===== src/rtl/imm_gen_pkg.sv =====
// rtl/imm_gen_pkg.sv - opcodes, widths and format enum for the RV32I immediate generator
package imm_gen_pkg;

  localparam int INSTR_W = 32;
  localparam int IMM_W   = 12;

  localparam logic [6:0] OPC_LOAD   = 7'b0000011;
  localparam logic [6:0] OPC_STORE  = 7'b0100011;
  localparam logic [6:0] OPC_BRANCH = 7'b1100011;
  localparam logic [6:0] OPC_OPIMM  = 7'b0010011;
  localparam logic [6:0] OPC_JALR   = 7'b1100111;

  typedef enum logic [1:0] {
    FMT_NONE = 2'd0,
    FMT_I    = 2'd1,
    FMT_S    = 2'd2,
    FMT_B    = 2'd3
  } imm_fmt_t;

endpackage


===== src/rtl/imm_decode.sv =====
// rtl/imm_decode.sv - combinational opcode-to-format decode and 12-bit immediate extraction
// IMM_EXT_OPS_EN adds OP-IMM and JALR as I-type formats.
module imm_decode
  import imm_gen_pkg::*;
(
  input  logic [INSTR_W-1:0] instr_i,
  output imm_fmt_t           fmt_o,
  output logic [IMM_W-1:0]   imm_o
);

  // funct3 and rs1 never take part in any immediate.
  logic unused_fields;
  assign unused_fields = ^instr_i[19:12];

  always_comb begin
    fmt_o = FMT_NONE;
    case (instr_i[6:0])
      OPC_LOAD:   fmt_o = FMT_I;
      OPC_STORE:  fmt_o = FMT_S;
      OPC_BRANCH: fmt_o = FMT_B;
`ifdef IMM_EXT_OPS_EN
      OPC_OPIMM,
      OPC_JALR:   fmt_o = FMT_I;
`else
      OPC_OPIMM,
      OPC_JALR:   fmt_o = FMT_NONE;
`endif
      default:    fmt_o = FMT_NONE;
    endcase
  end

  // Branch immediate is offset bits [12:1]; bit 0 is implicitly zero.
  always_comb begin
    imm_o = '0;
    case (fmt_o)
      FMT_I:   imm_o = instr_i[31:20];
      FMT_S:   imm_o = {instr_i[31:25], instr_i[11:7]};
      FMT_B:   imm_o = {instr_i[31], instr_i[7], instr_i[30:25], instr_i[11:8]};
      default: imm_o = '0;
    endcase
  end

endmodule


===== src/rtl/imm_gen.sv =====
// rtl/imm_gen.sv - registered RV32I immediate generator, one cycle latency with valid flag
// Optional macro IMM_EXT_OPS_EN (handled in imm_decode) enables OP-IMM/JALR decoding.
module imm_gen
  import imm_gen_pkg::*;
(
  input  logic               clk,
  input  logic               rst,
  input  logic               in_valid,
  input  logic [INSTR_W-1:0] instruction,
  output logic [IMM_W-1:0]   immediate,
  output logic               out_valid
);

  imm_fmt_t         dec_fmt;
  logic [IMM_W-1:0] dec_imm;
  logic [IMM_W-1:0] imm_d, imm_q;
  logic             valid_d, valid_q;

  imm_decode u_decode (
    .instr_i (instruction),
    .fmt_o   (dec_fmt),
    .imm_o   (dec_imm)
  );

  logic unused_fmt;
  assign unused_fmt = ^dec_fmt;

  // The mux keeps an undriven instruction out of the held immediate.
  assign imm_d   = in_valid ? dec_imm : imm_q;
  assign valid_d = in_valid;

  always_ff @(posedge clk or posedge rst) begin
    if (rst) begin
      imm_q   <= '0;
      valid_q <= 1'b0;
    end else begin
      imm_q   <= imm_d;
      valid_q <= valid_d;
    end
  end

  assign immediate = imm_q;
  assign out_valid = valid_q;

endmodule


===== config.mk =====
export PLATFORM = sky130hd
export DESIGN_NAME = imm_gen
export DESIGN_NICKNAME = d
export VERILOG_FILES = /design/src/rtl/imm_gen_pkg.sv /design/src/rtl/imm_decode.sv /design/src/rtl/imm_gen.sv
export SDC_FILE = /design/constraint.sdc
export NUM_CORES = 1
export LEC_CHECK = 0
export ABC_CLOCK_PERIOD_IN_PS = 800
export CORE_AREA = 2 2 43 45
export DETAILED_ROUTE_END_ITERATION = 8
export DIE_AREA = 0 0 45 47
export DONT_BUFFER_PORTS = 1
export PLACE_DENSITY = 0.7
export SLEW_MARGIN = 15
export SYNTH_ARGS = -nofsm -noshare
export SYNTH_HDL_FRONTEND = slang
export SYNTH_SLANG_ARGS = --single-unit

===== constraint.sdc =====
create_clock -name clk -period 0.8 [get_ports clk]
set_input_delay 0.12 -clock clk [delete_from_list [all_inputs] [get_ports clk]]
set_output_delay 0.12 -clock clk [all_outputs]
set_load 0.005 [all_outputs]

* After elaboration in Yosys (flattened, before gate mapping)
Index checks and enable logic that the tools add are counted.
** Cells by class
- Equality and inequality tests :: 6
- Muxes and demuxes :: 2
** Operators by type and width (count)
- $pmux W12 S3 :: 1
- $eq A7 B2 Y1 const B :: 1
- $eq A7 B6 Y1 const B :: 1
- $eq A7 B7 Y1 const B :: 1
- $pmux W2 S3 :: 1
- $eq A2 B2 Y1 const B :: 2
- $eq A2 B1 Y1 const B :: 1
** Word-level totals
- Flip-flop bits (word level) :: 13
- Bits of input ports :: 35
- Output and inout bits :: 13
- Logic and storage cells :: 10

* Longest topological paths before layout
- Word-level depth :: 4
- Mapped depth :: 5
- Gate-level depth less buffers :: 3

* By module
A second synthesis with hierarchy kept.
** Unflattened totals
- Cells, all modules :: 69
- Area total of the unflattened synthesis :: 774.5 um^2
** By module, submodules not included
- imm_gen :: times used 1, cells each 27, area each 513.0 um^2, sequential area each 325.3 um^2
- imm_decode :: times used 1, cells each 42, area each 261.5 um^2, sequential area each 0.0 um^2

* Least setup slack after synthesis
OpenSTA, ideal clock, no wires.
- Path type :: input to register
- From :: input port instruction[6]
- To :: register imm_q[0] (netlist: immediate[0])
- Setup time :: 0.130 ns
- Data arrival time :: 0.784 ns
- Data required time :: 0.670 ns
- Path slack :: -0.114 ns
- Stages :: 4
- Path buffers :: 1
- Cell sequence :: buf_6 mux2_4 a22oi_2 o22ai_2
** Between the ends
- Longest elaborated chain between the ends :: 4
- Elaborated cells between the ends (all ways) :: 8
- Those cells by class :: eq/ne: 6; mux: 2
** RTL lines
- start, declared :: line imm_gen.sv:9 : input logic [INSTR_W-1:0] instruction,
- $eq A7 B7 Y1 (tied with other cells) :: line imm_decode.sv:17 : case (instr_i[6:0])
- $pmux W2 S3 * :: line imm_decode.sv:17
- $eq A2 B2 Y1 or $eq A2 B1 Y1 (tied branches) :: line imm_decode.sv:35 : case (fmt_o)
- $pmux W12 S3 * :: line imm_decode.sv:35
- end signal, assigned :: line imm_gen.sv:37 : imm_q <= imm_d;
- end, declared :: line imm_gen.sv:16 : logic [IMM_W-1:0] imm_d, imm_q;
Every way passes the cells marked *; elsewhere a longest branch is shown, timed or not.
A chain may end at the register's enable or synchronous reset.

* Worst setup path in the final report
- From :: register imm_q[7] (netlist: immediate[7])
- To :: output port immediate[7]
** RTL lines
- end, declared :: line imm_gen.sv:10 : output logic [IMM_W-1:0] immediate,
No word-level cell between the ends.

==> metrics.md <==
| Metric | Value |
|---|---|
| DIE HEIGHT | `47 µm` |
| Vias | `494` |
| Initial antenna violation count | `0` |
| Hold/Removal Path Class | `primary input to flip-flop` |
| First-pass GRT wire length | `2.23 mm` |
| Leakage power | `0.342 nW` |
| Slew @ Worst Pin | `0.541 ns` |
| Flops & latches, synth | `13` |
| Hold_ws | `-0.129 ns` |
| Worst hold path endpoint | `out_valid$_DFF_PP0_` |
| Hold-fix buffers, CTS | `1` |
| Power Dens Cells | `1430 nW/µm²` |
| Final setup fails | `0` |
| Count of pins over their slew limit | `0` |
| Slew margin rel. | `0.638` |
| GRT Total Usage | `0.152` |
| Share of layout cells above drive strength 1 | `0.522` |
| Largest net degree at the start of global routing | `15` |
| Max-cap violation count | `0` |
| Rows | `15` |
| Skew final | `0 ns` |
| Worst r2r path cells | `2` |
| Clk sinks | `13` |
| Final min period | `0.798 ns` |
| Mapped Avg Cell Area | `12.0 µm²` |
| Starting Density | `0.464` |
| Number of diodes | `0` |
| Syn Nets | `99` |
| Critical Path AT | `0.68 ns` |
| Class of the most critical setup path | `flip-flop to primary output` |
| Synth unique cells | `15` |
| RSZ-0062 raised after global routing | `true` |
| Placed cell area | `828 µm²` |
| Via density | `5.88` |
| Congestion Overflow GR | `0` |
| I/O pin count | `48` |
| Area contributors post-synth | `dfrtp_1, o22ai_2, a22oi_1, mux2_4, inv_1` |
| Placer Congestion | `0.733` |
| Worst-path fanout max | `2` |
| Max VDD drop | `0.771 mV` |
| Area Overhead vs Synth | `12.9%` |
| Clk slew on worst S/H paths | `0.08 ns` |
| Seq/Total Area, Yosys | `0.425` |
| Die Span X | `45 µm` |
| CTS Buf Count | `3` |
| Cell count of the worst hold path | `0` |
| CP Data Required Time | `0.68 ns` |
| DR WL/cell | `18.1 µm` |
| Tcrit/Tclk final | `0.997` |
| H-tree levels | `1` |
| Clk buf depth | `2` |
| R2R Setup Slk | `0.13 ns` |
| Post-CTS Resized | `0` |
| CTS tree | `done` |
| WP depth | `0` |
| Synthesized instance count | `64` |
| Yosys warning total | `0` |
| CORE AREA | `1650 µm²` |
| Synthesized area | `766 µm²` |
| # DRC | `0` |
| Post-DP HPWL | `1.14 mm` |
| Final hold vios | `13` |
| WL final | `1.52 mm` |
| Skew-Pair Late Insertion Delay | `0.27 ns` |
| Placed Cells incl. Taps | `79` |
| Cell taking the most area after synthesis | `dfrtp_1` |
| Status | `finished, violations left` |
| Setup_tns | `0 ns` |
| Startpoint types | `flip-flop` |
| Root buffer cell | `clkbuf_4` |
| Die area | `2120 µm²` |
| Port bufs | `0` |
| Crit end category | `primary output` |
| Final Util | `0.523` |
| Final Non-Filler Cells | `84` |
| DR iter-0 viols | `1` |
| Max Clk Rate | `1.25 GHz` |
| Worst reg2reg path startpoint | `immediate[5]$_DFFE_PP0P_` |
| R2r endpoint | `immediate[5]$_DFFE_PP0P_` |
| Routed Antenna Nets | `0` |
| Failing checks | `negative hold slack` |
| Top cell type's share of synthesized area | `0.425` |
| Fin area | `865 µm²` |
| Vias in the first global route | `482` |
| Nets | `103` |
| Drt pass-1 iters | `4` |
| HP Start | `in_valid` |
==> area by class of cell <==
cell class	instances	area [µm²]
Clock buffer	4	26.3
Fill cell	153	787
Tap cell	17	21.3
Timing Repair Buffer	3	37.5
Multi-Input combinational cell	33	402
Inverter	14	52.6
Sequential cell	13	325
==> flip-flops by register name, indices dropped and copies added, names as in the netlist <==
| name | count |
|---|---|
| out_valid | 1 |
| immediate | 12 |
==> repair_timing <==
action | CTS | global route
setup endpoints to repair | 6 | 13
hold endpoints to repair | 26 | 13
setup buffers | 0 | 0
==> worst max-delay path by stage <==
stage	startpoint	end	slack, ns
CTS	immediate[7]$_DFFE_PP0P_	immediate[7]	-0.01
finish	immediate[7]$_DFFE_PP0P_	immediate[7]	0.002
detailed placement	instruction[5]	immediate[4]$_DFFE_PP0P_	-0.1
global route	immediate[5]$_DFFE_PP0P_	immediate[5]	-0.03
global placement	instruction[5]	immediate[1]$_DFFE_PP0P_	-0.06
floorplan	instruction[6]	immediate[0]$_DFFE_PP0P_	-0.08
==> synthesized netlist by cell type, drive strengths merged <==
master  number
a22oi       11
inv         14
mux2         5
and2         1
dfrtp       13
o21ai        1
nand3        1
nor4b        1
nor2         1
buf          4
o22ai       12
==> cell families (layout without fill, tap and decap cells) <==
group           after synthesis  count (layout)  share of synthesized area
compound gates               24              24                      0.301
buf+inv                      18              21                      0.119
flops                        13              13                      0.425
mux                           5               5                     0.0980
simple gates                  4               4                     0.0572
==> cell usage in the layout (no fill, tap or decap), types with 2 or more instances in the layout <==
| cell type | Yosys | layout |
|---|---|---|
| inv_1 | 13 | 13 |
| o22ai_1 | 2 | 2 |
| dfrtp_1 | 13 | 13 |
| mux2_4 | 5 | 5 |
| clkbuf_4 | 0 | 3 |
| o22ai_2 | 10 | 10 |
| a22oi_2 | 1 | 11 |
==> per-stage QoR <==
stage / total power [mW] / setup slack, ns
2_1_floorplan: 0.862 / -0.0813
3_3_place_gp: 0.846 / -0.0649
3_5_place_dp: 0.850 / -0.0993
4_1_cts: 1.26 / -0.0116
5_1_grt: 1.30 / -0.0273
6_report: 1.24 / 0.00225
==> per-layer routing <==
| layer | GRT usage | wire (µm) | up-vias |
|---|---|---|---|
| li1 | - | - | 236 |
| met1 | 0.167 | 558 | 235 |
| met2 | 0.251 | 792 | 21 |
| met3 | 0.0462 | 139 | 2 |
| met4 | 0.106 | 26 | 0 |
| met5 | 0 | 0 | - |
==> power breakdown <==
| part | internal (mW) | total [mW] | switching, mW |
|---|---|---|---|
| combinational | 0.0996 | 0.167 | 0.0675 |
| clock | 0.193 | 0.400 | 0.207 |
| sequential | 0.665 | 0.671 | 0.00593 |
| total | 0.958 | 1.24 | 0.280 |
No activity file was read; power rests on OpenSTA's default activity.
